$ cat src/rtl/dram_uart_tx_if.sv
`default_nettype none
// ============================================================================
//  Module   : dram_uart_tx_if
//  Brief    : Bundle of the start handshake, DRAM read port and UART line
//             used by dram_uart_tx.
//             master : processor / DRAM side (drives start and read data)
//             slave  : the transmitter (drives address, status and Tx)
//  Revision : 1.0  initial release
// ============================================================================
interface dram_uart_tx_if;
  logic        start_Tx;
  logic [7:0]  DRAM_input_data;
  logic [15:0] DRAM_address_tx;
  logic        tx_busy;
  logic        tx_done;
  logic        Tx;

  modport master (
    output start_Tx,
    output DRAM_input_data,
    input  DRAM_address_tx,
    input  tx_busy,
    input  tx_done,
    input  Tx
  );

  modport slave (
    input  start_Tx,
    input  DRAM_input_data,
    output DRAM_address_tx,
    output tx_busy,
    output tx_done,
    output Tx
  );
endinterface
`default_nettype wire

$ cat src/rtl/dram_uart_tx.sv
`default_nettype none
// ============================================================================
//  Module   : dram_uart_tx
//  Brief    : On start_Tx, reads NUM_BYTES bytes from DRAM starting at
//             START_ADDR and sends each as an 8N1 UART frame, LSB first.
//             Owns the DRAM address mux input while tx_busy is high.
//             Optional macro TX_PARITY_EN adds an even-parity bit between
//             the data bits and the stop bit.
//  Revision : 1.0  initial release
// ============================================================================
module dram_uart_tx #(
  parameter int          CLKS_PER_BIT = 434,
  parameter logic [15:0] START_ADDR   = 16'h0000,
  parameter logic [15:0] NUM_BYTES    = 16'd256
) (
  input wire            clock,
  input wire            reset,
  dram_uart_tx_if.slave bus_io
);

  localparam int                 c_CNT_W   = (CLKS_PER_BIT > 1) ? $clog2(CLKS_PER_BIT) : 1;
  localparam logic [c_CNT_W-1:0] c_CNT_MAX = c_CNT_W'(CLKS_PER_BIT - 1);

  typedef enum logic [3:0] {
    S_IDLE   = 4'd0,
    S_ADDR   = 4'd1,
    S_LOAD   = 4'd2,
    S_START  = 4'd3,
    S_DATA   = 4'd4,
    S_STOP   = 4'd5,
    S_NEXT   = 4'd6,
    S_DONE   = 4'd7
`ifdef TX_PARITY_EN
    , S_PARITY = 4'd8
`endif
  } state_t;

  state_t             state_q;
  logic [c_CNT_W-1:0] cnt_q;
  logic [2:0]         bit_q;
  logic [15:0]        idx_q;
  logic [7:0]         shift_q;
  logic [15:0]        addr_q;
  logic               tx_q;
  logic               busy_q;
  logic               done_q;

  // Index and address of the byte that follows the current one; the 16-bit
  // add wraps 16'hFFFF to 16'h0000 naturally.
  logic [15:0] idx_d;
  logic [15:0] addr_d;
  logic        w_baud_tick;

  assign idx_d       = idx_q + 16'd1;
  assign addr_d      = START_ADDR + idx_d;
  assign w_baud_tick = (cnt_q == c_CNT_MAX);

  // Transfer sequencer: Tx is registered from the current state, so the line
  // trails the state by one cycle and never glitches.
  always_ff @(posedge clock) begin
    if (reset) begin
      state_q <= S_IDLE;
      cnt_q   <= '0;
      bit_q   <= 3'd0;
      idx_q   <= 16'd0;
      shift_q <= 8'd0;
      addr_q  <= START_ADDR;
      tx_q    <= 1'b1;
      busy_q  <= 1'b0;
      done_q  <= 1'b0;
    end else begin
      done_q <= 1'b0;
      case (state_q)
        S_IDLE: begin
          tx_q   <= 1'b1;
          busy_q <= bus_io.start_Tx;
          if (bus_io.start_Tx) begin
            // Present the address during ADDR so read data is ready in LOAD.
            addr_q  <= START_ADDR + idx_q;
            state_q <= S_ADDR;
          end
        end
        S_ADDR: begin
          tx_q  <= 1'b1;
          cnt_q <= '0;
          bit_q <= 3'd0;
          if (NUM_BYTES == 16'd0) begin
            state_q <= S_DONE;
          end else begin
            state_q <= S_LOAD;
          end
        end
        S_LOAD: begin
          tx_q    <= 1'b1;
          shift_q <= bus_io.DRAM_input_data;
          state_q <= S_START;
        end
        S_START: begin
          tx_q <= 1'b0;
          if (w_baud_tick) begin
            cnt_q   <= '0;
            state_q <= S_DATA;
          end else begin
            cnt_q <= cnt_q + c_CNT_W'(1);
          end
        end
        S_DATA: begin
          tx_q <= shift_q[bit_q];
          if (w_baud_tick) begin
            cnt_q <= '0;
            bit_q <= bit_q + 3'd1;
            if (bit_q == 3'd7) begin
`ifdef TX_PARITY_EN
              state_q <= S_PARITY;
`else
              state_q <= S_STOP;
`endif
            end
          end else begin
            cnt_q <= cnt_q + c_CNT_W'(1);
          end
        end
`ifdef TX_PARITY_EN
        S_PARITY: begin
          tx_q <= ^shift_q;
          if (w_baud_tick) begin
            cnt_q   <= '0;
            state_q <= S_STOP;
          end else begin
            cnt_q <= cnt_q + c_CNT_W'(1);
          end
        end
`endif
        S_STOP: begin
          tx_q <= 1'b1;
          if (w_baud_tick) begin
            cnt_q   <= '0;
            state_q <= S_NEXT;
          end else begin
            cnt_q <= cnt_q + c_CNT_W'(1);
          end
        end
        S_NEXT: begin
          tx_q  <= 1'b1;
          idx_q <= idx_d;
          if (idx_d == NUM_BYTES) begin
            state_q <= S_DONE;
          end else begin
            addr_q  <= addr_d;
            state_q <= S_ADDR;
          end
        end
        S_DONE: begin
          // busy stays high through this edge and drops in IDLE unless a new
          // request is already waiting.
          tx_q    <= 1'b1;
          done_q  <= 1'b1;
          idx_q   <= 16'd0;
          state_q <= S_IDLE;
        end
        default: begin
          tx_q    <= 1'b1;
          state_q <= S_IDLE;
        end
      endcase
    end
  end

  assign bus_io.DRAM_address_tx = addr_q;
  assign bus_io.tx_busy         = busy_q;
  assign bus_io.tx_done         = done_q;
  assign bus_io.Tx              = tx_q;

endmodule
`default_nettype wire
$ cat src/flat_wrapper.sv
// flat-port wrapper written by rule: the top's interface ports become plain ports
module dram_uart_tx_flat 
#(
  parameter int          CLKS_PER_BIT = 434,
  parameter logic [15:0] START_ADDR   = 16'h0000,
  parameter logic [15:0] NUM_BYTES    = 16'd256
)
  (clock, reset, bus_io_start_Tx, bus_io_DRAM_input_data, bus_io_DRAM_address_tx, bus_io_tx_busy, bus_io_tx_done, bus_io_Tx);
  dram_uart_tx_if bus_io_i ();
  input wire clock;
  input wire reset;
  input wire logic [$bits(bus_io_i.start_Tx)-1:0] bus_io_start_Tx;
  input wire logic [$bits(bus_io_i.DRAM_input_data)-1:0] bus_io_DRAM_input_data;
  output wire logic [$bits(bus_io_i.DRAM_address_tx)-1:0] bus_io_DRAM_address_tx;
  output wire logic [$bits(bus_io_i.tx_busy)-1:0] bus_io_tx_busy;
  output wire logic [$bits(bus_io_i.tx_done)-1:0] bus_io_tx_done;
  output wire logic [$bits(bus_io_i.Tx)-1:0] bus_io_Tx;
  assign bus_io_i.start_Tx = bus_io_start_Tx;
  assign bus_io_i.DRAM_input_data = bus_io_DRAM_input_data;
  assign bus_io_DRAM_address_tx = bus_io_i.DRAM_address_tx;
  assign bus_io_tx_busy = bus_io_i.tx_busy;
  assign bus_io_tx_done = bus_io_i.tx_done;
  assign bus_io_Tx = bus_io_i.Tx;
  dram_uart_tx #(.CLKS_PER_BIT(CLKS_PER_BIT), .START_ADDR(START_ADDR), .NUM_BYTES(NUM_BYTES)) u_core (.clock(clock), .reset(reset), .bus_io(bus_io_i));
endmodule
$ cat config.mk
export PLATFORM = sky130hd
export DESIGN_NAME = dram_uart_tx_flat
export DESIGN_NICKNAME = d
export VERILOG_FILES = /design/src/rtl/dram_uart_tx_if.sv /design/src/rtl/dram_uart_tx.sv /design/src/flat_wrapper.sv
export SDC_FILE = /design/constraint.sdc
export NUM_CORES = 1
export LEC_CHECK = 0
export ABC_CLOCK_PERIOD_IN_PS = 3500
export BUFFER_PORTS_ARGS = -buffer_cell sky130_fd_sc_hd__buf_4
export CAP_MARGIN = 5
export CORE_MARGIN = 1.5
export CORE_UTILIZATION = 59
export DETAILED_ROUTE_END_ITERATION = 12
export GPL_TIMING_DRIVEN = 0
export MAX_ROUTING_LAYER = met4
export PLACE_DENSITY = 0.9
export SYNTH_ARGS = -nofsm -noshare
export SYNTH_HDL_FRONTEND = slang
export SYNTH_SLANG_ARGS = --single-unit
$ cat constraint.sdc
create_clock -name clock -period 3.5 [get_ports clock]
set_input_delay 0 -clock clock [delete_from_list [all_inputs] [get_ports clock]]
set_output_delay 0 -clock clock [all_outputs]
set_load 0.01 [all_outputs]
Word level (Yosys, flattened, before mapping)
Cells that the tools add are included.

Bits in registers: 59. Output and inout bits: 19.

Add/sub/neg operators: 3. Magnitude comparators: 1. Equal/unequal tests: 16. Muxes and demuxes: 19. Reduce and logical (&&, ||, !) cells: 9.

Operators with widths (count): case mux 16 bit (2 select lines) (2); two-way mux 16 bit (2); case mux 4 bit (7 select lines) (1); two-way mux 4 bit (5); case mux 9 bit (2 select lines) (1); adder 16 x 1 -> 16 bit, second input constant (1); == test 16 x 9 -> 1 bit, second input constant (1); == test 4 x 3 -> 1 bit, second input constant (4); adder 9 x 1 -> 9 bit, second input constant (1); == test 9 bit, second input constant (1); two-way mux 9 bit (1); == test 4 x 2 -> 1 bit, second input constant (2); inequality test 2 x 1 -> 1 bit, second input constant (4); nonzero test 2 bit (4); two-way mux 3 bit (2); case mux 3 bit (2 select lines) (1); AND reduction 5 bit (1); == test 4 x 1 -> 1 bit, second input constant (1); zero test 4 bit (1); less-than comparator 3 x 4 -> 1 bit, second input constant (1); inequality test 2 bit, second input constant (2); adder 3 x 1 -> 3 bit, second input constant (1); binary-select mux 1 bit (select 3 bit) (1); == test 3 bit, second input constant (1); other kinds (5) (6).

Depth between registers and ports, before layout
Gate-level depths: netlist of run 1.

Word-level depth: 4. Depth in mapped cells: 11. Depth with buffers taken out: 8.

Worst setup path after synthesis of run 1
OpenSTA, ideal clock, no wires.

Path kind: register to register. Start point: register u_core.idx_q[0]. End point: register u_core.addr_q[9], in the netlist u_core.bus_io.DRAM_address_tx[9]. Library setup time: 0.079 ns. Arrival time: 2.467 ns. Data required time: 3.421 ns. Path slack: 0.953 ns. Cell stages (with the launch flop): 12. Clock period less this slack: 2.547 ns. Cells stage by stage: dfxtp_1 -> ha_1 -> buf_6 -> and4_4 -> and2_4 -> or3_1 -> a211oi_2 -> a31oi_4 -> or2_1 -> buf_6 -> buf_6 -> a211oi_2.

Longest elaborated chain between the ends: 4.

RTL lines: from (decl) (RTL line dram_uart_tx.sv:41) `logic [15:0] idx_q;`; from (signal assigned) (RTL line dram_uart_tx.sv:145) `idx_q <= idx_d;`; adder 16 x 1 -> 16 bit * (RTL line dram_uart_tx.sv:54) `assign idx_d = idx_q + 16'd1;`; == test 16 x 9 -> 1 bit (RTL line dram_uart_tx.sv:146) `if (idx_d == NUM_BYTES) begin`; inequality test 2 bit (no line); AND reduction 3 bit (no line); to (signal assigned) (RTL line dram_uart_tx.sv:79) `addr_q <= START_ADDR + idx_q;`; to (signal assigned) (RTL line dram_uart_tx.sv:149) `addr_q <= addr_d;`; to (decl) (RTL line dram_uart_tx.sv:43) `logic [15:0] addr_q;`.

Every way passes the cells marked *; elsewhere a longest branch is shown, timed or not. The select of a mux whose other input is x is not followed. A chain may end at the register's enable or synchronous reset.

Worst setup path after layout of run 1
Start point: register u_core.idx_q[0]. End point: register u_core.addr_q[13], in the netlist u_core.bus_io.DRAM_address_tx[13].

The elaborated chain is that of the path after synthesis.

==> results.md, run 1 <==
- Tcrit/Tclk final: 0.815
- Average cell area after synthesis: 7.82 um^2
- Max-slew headroom: 0.560
- Drt wl/cell: 16.0 um
- Largest net degree at the start of global routing: 11
- Buf/Inv on CP: 3
- 1st-pass router iterations: 7
- Design Area, Final: 3840 um^2
- Startpoint Class: register
- Cell row count: 26
- Max rail drop VDD: 289 uV
- Post-Route WL: 8570 um
- Area Growth Syn to Fin: 18.5%
- Leak pwr: 1.45 nW
- Fin cells: 537
- Max-slew violations: 0
- Overflow after GRT: 0
- Global-route wire length before repair: 13900 um
- Comb pwr share: 0.111
- CORE AREA: 5200 um^2
- Endpoints failing setup: 0
- CP required: 3.76 ns
- GP Congestion: 0.982
- Critical Path Most Common Cell: buf_6
- I/O Buffers: 29
- Vias per Instance: 6.13
- TritonCTS buffer count: 9
- Worst skew pair latency: 0.34 ns
- Synth Cell Area: 3240 um^2
- Warnings, synthesis: 0
- Final Hold Fails: 0
- Cell Count Post-Placement: 513
- Die height: 77.1 um
- Tot GR Track Use: 0.308
- WP data arrival: 3.11 ns
- Int Power: 0.00113 W
- Worst Hold Class: in -> reg
- Residual DRC: 0
- Share of layout cells above drive strength 1: 0.150
- Sink Count: 58
- Critical path type: reg -> reg
- Seq pwr share: 0.458
- Area post-placement: 3540 um^2
- CP top delay family: simple AND/OR/NAND/NOR gates
- Sequential element share of the synthesized area: 0.359
- R2R depth: 11
- DP HPWL: 5680 um
- Maximum buffer depth of the clock tree: 2
- Final worst slack: 0.646 ns
- Crit-path slowest cell: a211oi_2
- CTS clk-pin slew, worst paths: 0.07 ns
- Mapped Cells: 414
- Period minus WS final: 2.85 ns
- Die width: 77.1 um
- Synth Net Count: 431
- Worst stage delay on the critical path: 0.37 ns
- P per Cell Area: 394 nW/um^2
- Vias in the first global route: 2998
- Antenna Cells: 0
- Final nets: 480
- CTS root buffer: clkbuf_8
- IO Pins: 30
- Htree depth: 3
- Worst Skew: 0.00474 ns
- 1st-iter DRT viols: 369
- F_max: 350 MHz
- Worst slew pin tran: 0.654 ns
- Post-CTS Setup Inserts: 0
- Initial Util: 0.622
- Setup WS pre-CTS: 0.695 ns
- Hold Path Depth: 4
- Crit path depth: 11
- Synth Register Bits: 58
- Clock power frac: 0.431
- Initial antenna violation count: 0
- Switching part of the total: 0.251
- Total number of vias: 3294
- Outcome: completed
- CP Max Fanout: 10
- RSZ-0062 raised after global routing: false
- Die area: 5940 um^2
- CTS tree: yes
- Critical Path Sink Type: register
- Cell Chain, Critical Path: ha_1 -> buf_6 -> and4_4 -> and2_4 -> or3_1 -> a211oi_2 -> a31oi_4 -> or2_1 -> buf_6 -> buf_6 -> a211oi_2
- Fin Setup TNS: 0 ns
- Max-cap check violation count: 0
- Post-synthesis cell type count: 55
- Antenna Violating Nets Remaining: 0
- Switch Pwr: 0.000380 W
-- metrics by stage --
stage	total power (W)	hold WS, ns	util
after floorplan	0.000806	0.136	-
final	0.00151	0.174	0.737
after global routing	0.00156	0.171	0.737
after CTS	0.00151	0.149	0.737
after detailed placement	0.000859	0.262	0.681
after global placement	0.000853	0.249	0.681
-- metal layers --
layer	wire length, um	global-route usage	vias to the layer above
li1	-	-	1567
met2	4250	0.527	167
met3	544	0.0810	33
met4	395	0.145	0
met1	3370	0.332	1527
met5	0	-	-
-- power by group through the flow --
stage	combinational, W	sequential (W)	clock [W]
5_1_grt	0.000183	0.000694	0.000684
3_5_place_dp	0.000152	0.000706	0
3_3_place_gp	0.000148	0.000705	0
4_1_cts	0.000163	0.000692	0.000652
6_report	0.000168	0.000692	0.000651
2_1_floorplan	0.0000975	0.000708	0
-- cells by family after synthesis --
| family | after synthesis | share of synthesized area |
|---|---|---|
| xor gates and xnor gates | 13 | 0.0352 |
| adders and majority gates | 6 | 0.0232 |
| muxes | 5 | 0.0232 |
| AOI/OAI and AO/OA | 102 | 0.200 |
| DFF | 58 | 0.359 |
| buffers and inverters | 38 | 0.0545 |
| and+or+nand+nor | 192 | 0.306 |
-- synthesized netlist by cell type, drive strengths merged --
| cell type | number | area, um^2 |
|---|---|---|
| dfxtp | 58 | 1160 |
| nor2 | 53 | 199 |
| a21oi | 43 | 215 |
| nand2 | 39 | 146 |
| clkbuf | 22 | 85.1 |
| o21ai | 21 | 105 |
| nand2b | 17 | 106 |
| nor3 | 14 | 70.1 |
| buf | 12 | 76.3 |
| nand3 | 12 | 65.1 |
| a211oi | 10 | 95.1 |
| nand4 | 9 | 62.6 |
| xnor2 | 9 | 78.8 |
| or3 | 8 | 50.1 |
| and3 | 7 | 43.8 |
| nor4 | 7 | 58.8 |
| o22ai | 7 | 43.8 |
| and2 | 6 | 40.0 |
| ha | 6 | 75.1 |
| nor3b | 6 | 45.0 |
| a31oi | 5 | 52.6 |
| inv | 4 | 15.0 |
| nand3b | 4 | 30.0 |
| nor2b | 4 | 25.0 |
| xor2 | 4 | 35.0 |
| a21boi | 3 | 22.5 |
| mux2i | 3 | 30.0 |
| a22oi | 2 | 15.0 |
| and4 | 2 | 20.0 |
| mux4 | 2 | 45.0 |
| or2 | 2 | 12.5 |
| or4 | 2 | 15.0 |
| a211o | 1 | 8.76 |
| a21o | 1 | 7.51 |
| a221oi | 1 | 8.76 |
| a2bb2oi | 1 | 8.76 |
| a311oi | 1 | 8.76 |
| a32oi | 1 | 8.76 |
| o211a | 1 | 10.0 |
| o21a | 1 | 7.51 |
| o21bai | 1 | 7.51 |
| o221a | 1 | 11.3 |
| o311a | 1 | 10.0 |
-- worst register-to-register path: cells and delay by family (launching register included) --
kind,cells,cell delay [ns]
compound gates,3,0.81
buf+inv,3,0.42
flops,1,0.34
fa+ha+maj,1,0.21
simple gates,4,0.98
-- path summary, 6_finish.rpt --
path                           from                           endpoint  slack, ns
setup / recovery    u_core.idx_q[0]  u_core.bus_io.DRAM_address_tx[13]       0.65
setup reg to reg    u_core.idx_q[0]  u_core.bus_io.DRAM_address_tx[13]       0.65
hold reg to reg   u_core.shift_q[6]                  u_core.shift_q[6]       0.46
hold / removal      bus_io_start_Tx                  u_core.state_q[0]       0.17
-- timing repair --
action / CTS / global route
hold buffers: 9 / 0
endpoints found under the hold margin: 9 / 0
resized for setup: 0 / 0
-- flip-flops by register name, summed over array words and instances, names as in the netlist --
name                           flops
u_core.bus_io.Tx                   1
u_core.state_q                     3
u_core.bus_io.tx_busy              1
u_core.bus_io.DRAM_address_tx     16
u_core.cnt_q                       9
u_core.shift_q                     8
u_core.bus_io.tx_done              1
u_core.idx_q                      16
u_core.bit_q                       3
-- cell usage in the layout (no fill, tap or decap), types with 7 or more instances in the layout --
cell type       n
o22ai_1         7
nand3_1        11
nand2b_1       17
nand4_1         8
nor2_1         53
clkbuf_1       21
and3_1          7
nor3_1         14
clkbuf_8       12
a21oi_1        43
o21ai_0        21
or3_1           8
dfxtp_1        58
dlygate4sd3_1   9
nand2_1        39
buf_4          29
buf_2           7
xnor2_1         9
-- area by class of cell --
class	count	area, um^2
plain buffers	34	161
clock buffers	13	169
clock inverters	2	35.0
fillers	367	1370
inverters	4	15.0
multi-input cells	318	1900
flip-flops and latches	58	1160
well taps	70	87.6
repair buffers	38	308
No activity file was read; power rests on OpenSTA's default activity.
==> run 2, diff against run 1 <==
ABC_CLOCK_PERIOD_IN_PS = 2750   (was 3500)
clock period = 2.75 ns   (was 3.5 ns; I/O delays follow)
==> run 2 against run 1 <==
Cell count unchanged. Clock skew increased by 0.0013 ns. Setup slack got worse by 0.57 ns. Sequential cell count unchanged. Critical path type unchanged. Critical endpoint unchanged. Highest routed layer unchanged.
==> results.md, run 2 (synthesis gave the netlist of run 1 again) <==
- Total number of vias: 3309 (+0.46%)
- Antenna Cells: 0 (unchanged)
- Die width: 77.1 um (unchanged)
- Startpoint Class: register
- Worst slew pin tran: 0.666 ns (+0.0120 ns)
- IO Pins: 30 (unchanged)
- GP Congestion: 0.982 (unchanged)
- Critical path type: reg -> reg
- Fin Setup TNS: 0 ns (unchanged)
- WP data arrival: 2.92 ns (-0.19 ns)
- P per Cell Area: 499 nW/um^2 (+27%)
- Drt wl/cell: 16.1 um (+1.2%)
- Area Growth Syn to Fin: 18.9%
- Worst Skew: 0.00609 ns (+0.00135 ns)
- CP required: 3.00 ns (-0.76 ns)
- Commonest non-fill, non-tap cell in the layout: dfxtp_1
- Residual DRC: 0 (unchanged)
- CP Max Fanout: 10 (unchanged)
- Max-slew violations: 0 (unchanged)
- DP HPWL: 5680 um (unchanged)
- 1st-pass router iterations: 6 (-1)
- Worst skew pair latency: 0.34 ns (about the same)
- 1st-iter DRT viols: 359 (-2.7%)
- Final Hold Fails: 0 (unchanged)
- Outcome: completed
- Period minus WS final: 2.67 ns (-0.183 ns)
- Overflow after GRT: 0 (unchanged)
- F_max: 374 MHz (+6.9%)
- Share of layout cells above drive strength 1: 0.154 (+0.00428)
- Vias in the first global route: 3036 (+1.3%)
- Max-slew headroom: 0.552 (-0.00810)
- CP top delay family: simple AND/OR/NAND/NOR gates
- Worst stage delay on the critical path: 0.35 ns (-0.02 ns)
- Max rail drop VDD: 367 uV (+27%)
- Tot GR Track Use: 0.310 (+0.00224)
- Global-route wire length before repair: 14000 um (+0.85%)
- Worst Hold Class: in -> reg
- CTS clk-pin slew, worst paths: 0.07 ns (about the same)
- Most frequent cells in the layout: dfxtp_1 (58), nor2_1 (53), a21oi_1 (43), nand2_1 (39), buf_4 (30)
- I/O Buffers: 29 (unchanged)
- Maximum buffer depth of the clock tree: 2 (unchanged)
- Die height: 77.1 um (unchanged)
- Vias per Instance: 6.16 (+0.46%)
- Final nets: 480 (unchanged)
- Max-cap check violation count: 0 (unchanged)
- Post-Route WL: 8670 um (+1.2%)
- Endpoints failing setup: 0 (unchanged)
- Leak pwr: 1.46 nW (+0.51%)
- Tcrit/Tclk final: 0.971 (+0.156)
- Initial antenna violation count: 0 (unchanged)
- Antenna Violating Nets Remaining: 0 (unchanged)
- Die area: 5940 um^2 (unchanged)
- Largest net degree at the start of global routing: 11 (unchanged)
- Crit-path slowest cell: or3_1
- Htree depth: 3 (unchanged)
- Critical Path Most Common Cell: buf_6
- CTS tree: yes
- TritonCTS buffer count: 9 (unchanged)
- RSZ-0062 raised after global routing: false
- CORE AREA: 5200 um^2 (unchanged)
- Final Util: 0.740 (+0.00240)
- CTS root buffer: clkbuf_8
- Cell Chain, Critical Path: ha_1 -> buf_6 -> and4_4 -> and2_4 -> or3_1 -> a211oi_4 -> a31oi_4 -> or2_1 -> buf_6 -> buf_6 -> a211oi_2
- Critical Path Sink Type: register
- Sink Count: 58 (unchanged)
- Buf/Inv on CP: 3 (unchanged)
- Initial Util: 0.622 (unchanged)
- Cell row count: 26 (unchanged)
run 2: cell types whose count changed in the layout (fill, tap and decap cells not counted):
cell      change
buf_4         +1
o21ai_0       -1
clkbuf_2      +1
a211oi_4      +1
a211oi_2      -1
o21ai_1       +1
clkbuf_1      -2
run 2: path summary, 6_finish.rpt:
path | to | from | slack (ns) | cells past startpoint
hold / removal | u_core.state_q[0] | bus_io_start_Tx | 0.17 | 4
hold reg to reg | u_core.shift_q[6] | u_core.shift_q[6] | 0.46 | 2
setup / recovery | u_core.bus_io.DRAM_address_tx[13] | u_core.idx_q[0] | 0.08 | 11
setup reg to reg | u_core.bus_io.DRAM_address_tx[13] | u_core.idx_q[0] | 0.08 | 11
run 2: final cells by class:
class	count	area, um^2
inverter	4	15.0
clock buffer	13	169
buffer	33	159
tap	70	87.6
timing repair buffer	39	315
fill	367	1360
multi-input combinational	318	1910
sequential	58	1160
clock inverter	2	35.0
run 2: worst reg2reg max path, stage by stage (launching register included):
cell and delay [ns]:
dfxtp_1 0.34, ha_1 0.21, buf_6 0.14, and4_4 0.21
and2_4 0.18, or3_1 0.35, a211oi_4 0.31, a31oi_4 0.13
or2_1 0.24, buf_6 0.14, buf_6 0.14, a211oi_2 0.20
run 2: layer usage:
layer / vias to the layer above / global-route usage / wire length, um
li1: 1564 / - / -
met1: 1523 / 0.332 / 3420
met2: 173 / 0.516 / 4160
met3: 49 / 0.0810 / 604
met4: 0 / 0.182 / 484
met5: - / - / 0
run 2: through the flow:
stage	hold slack, ns	std cells	setup WS, ns	instance area, um^2	total power (W)
after CTS	0.149	537	0.108	3850	0.00192
after global placement	0.249	513	0.0149	3540	0.00109
after global routing	0.171	537	0.0116	3850	0.00199
final	0.170	537	0.0794	3850	0.00192
after detailed placement	0.262	513	-0.0551	3540	0.00109
after floorplan	0.136	414	0.203	3240	0.00103
run 2: repair_timing:
item / in CTS / in global routing
buffers inserted: 1 / 0
resized for setup: 3 / 0
hold endpoints to repair: 9 / 0
hold buffers: 9 / 0
setup endpoints to repair: 10 / 0
run 2: report_power, final:
group / internal, W / switching, W / total (W)
clock: 0.000487 / 0.000338 / 0.000825
combinational: 0.0000885 / 0.000126 / 0.000214
sequential: 0.000864 / 0.0000168 / 0.000881
total: 0.00144 / 0.000481 / 0.00192
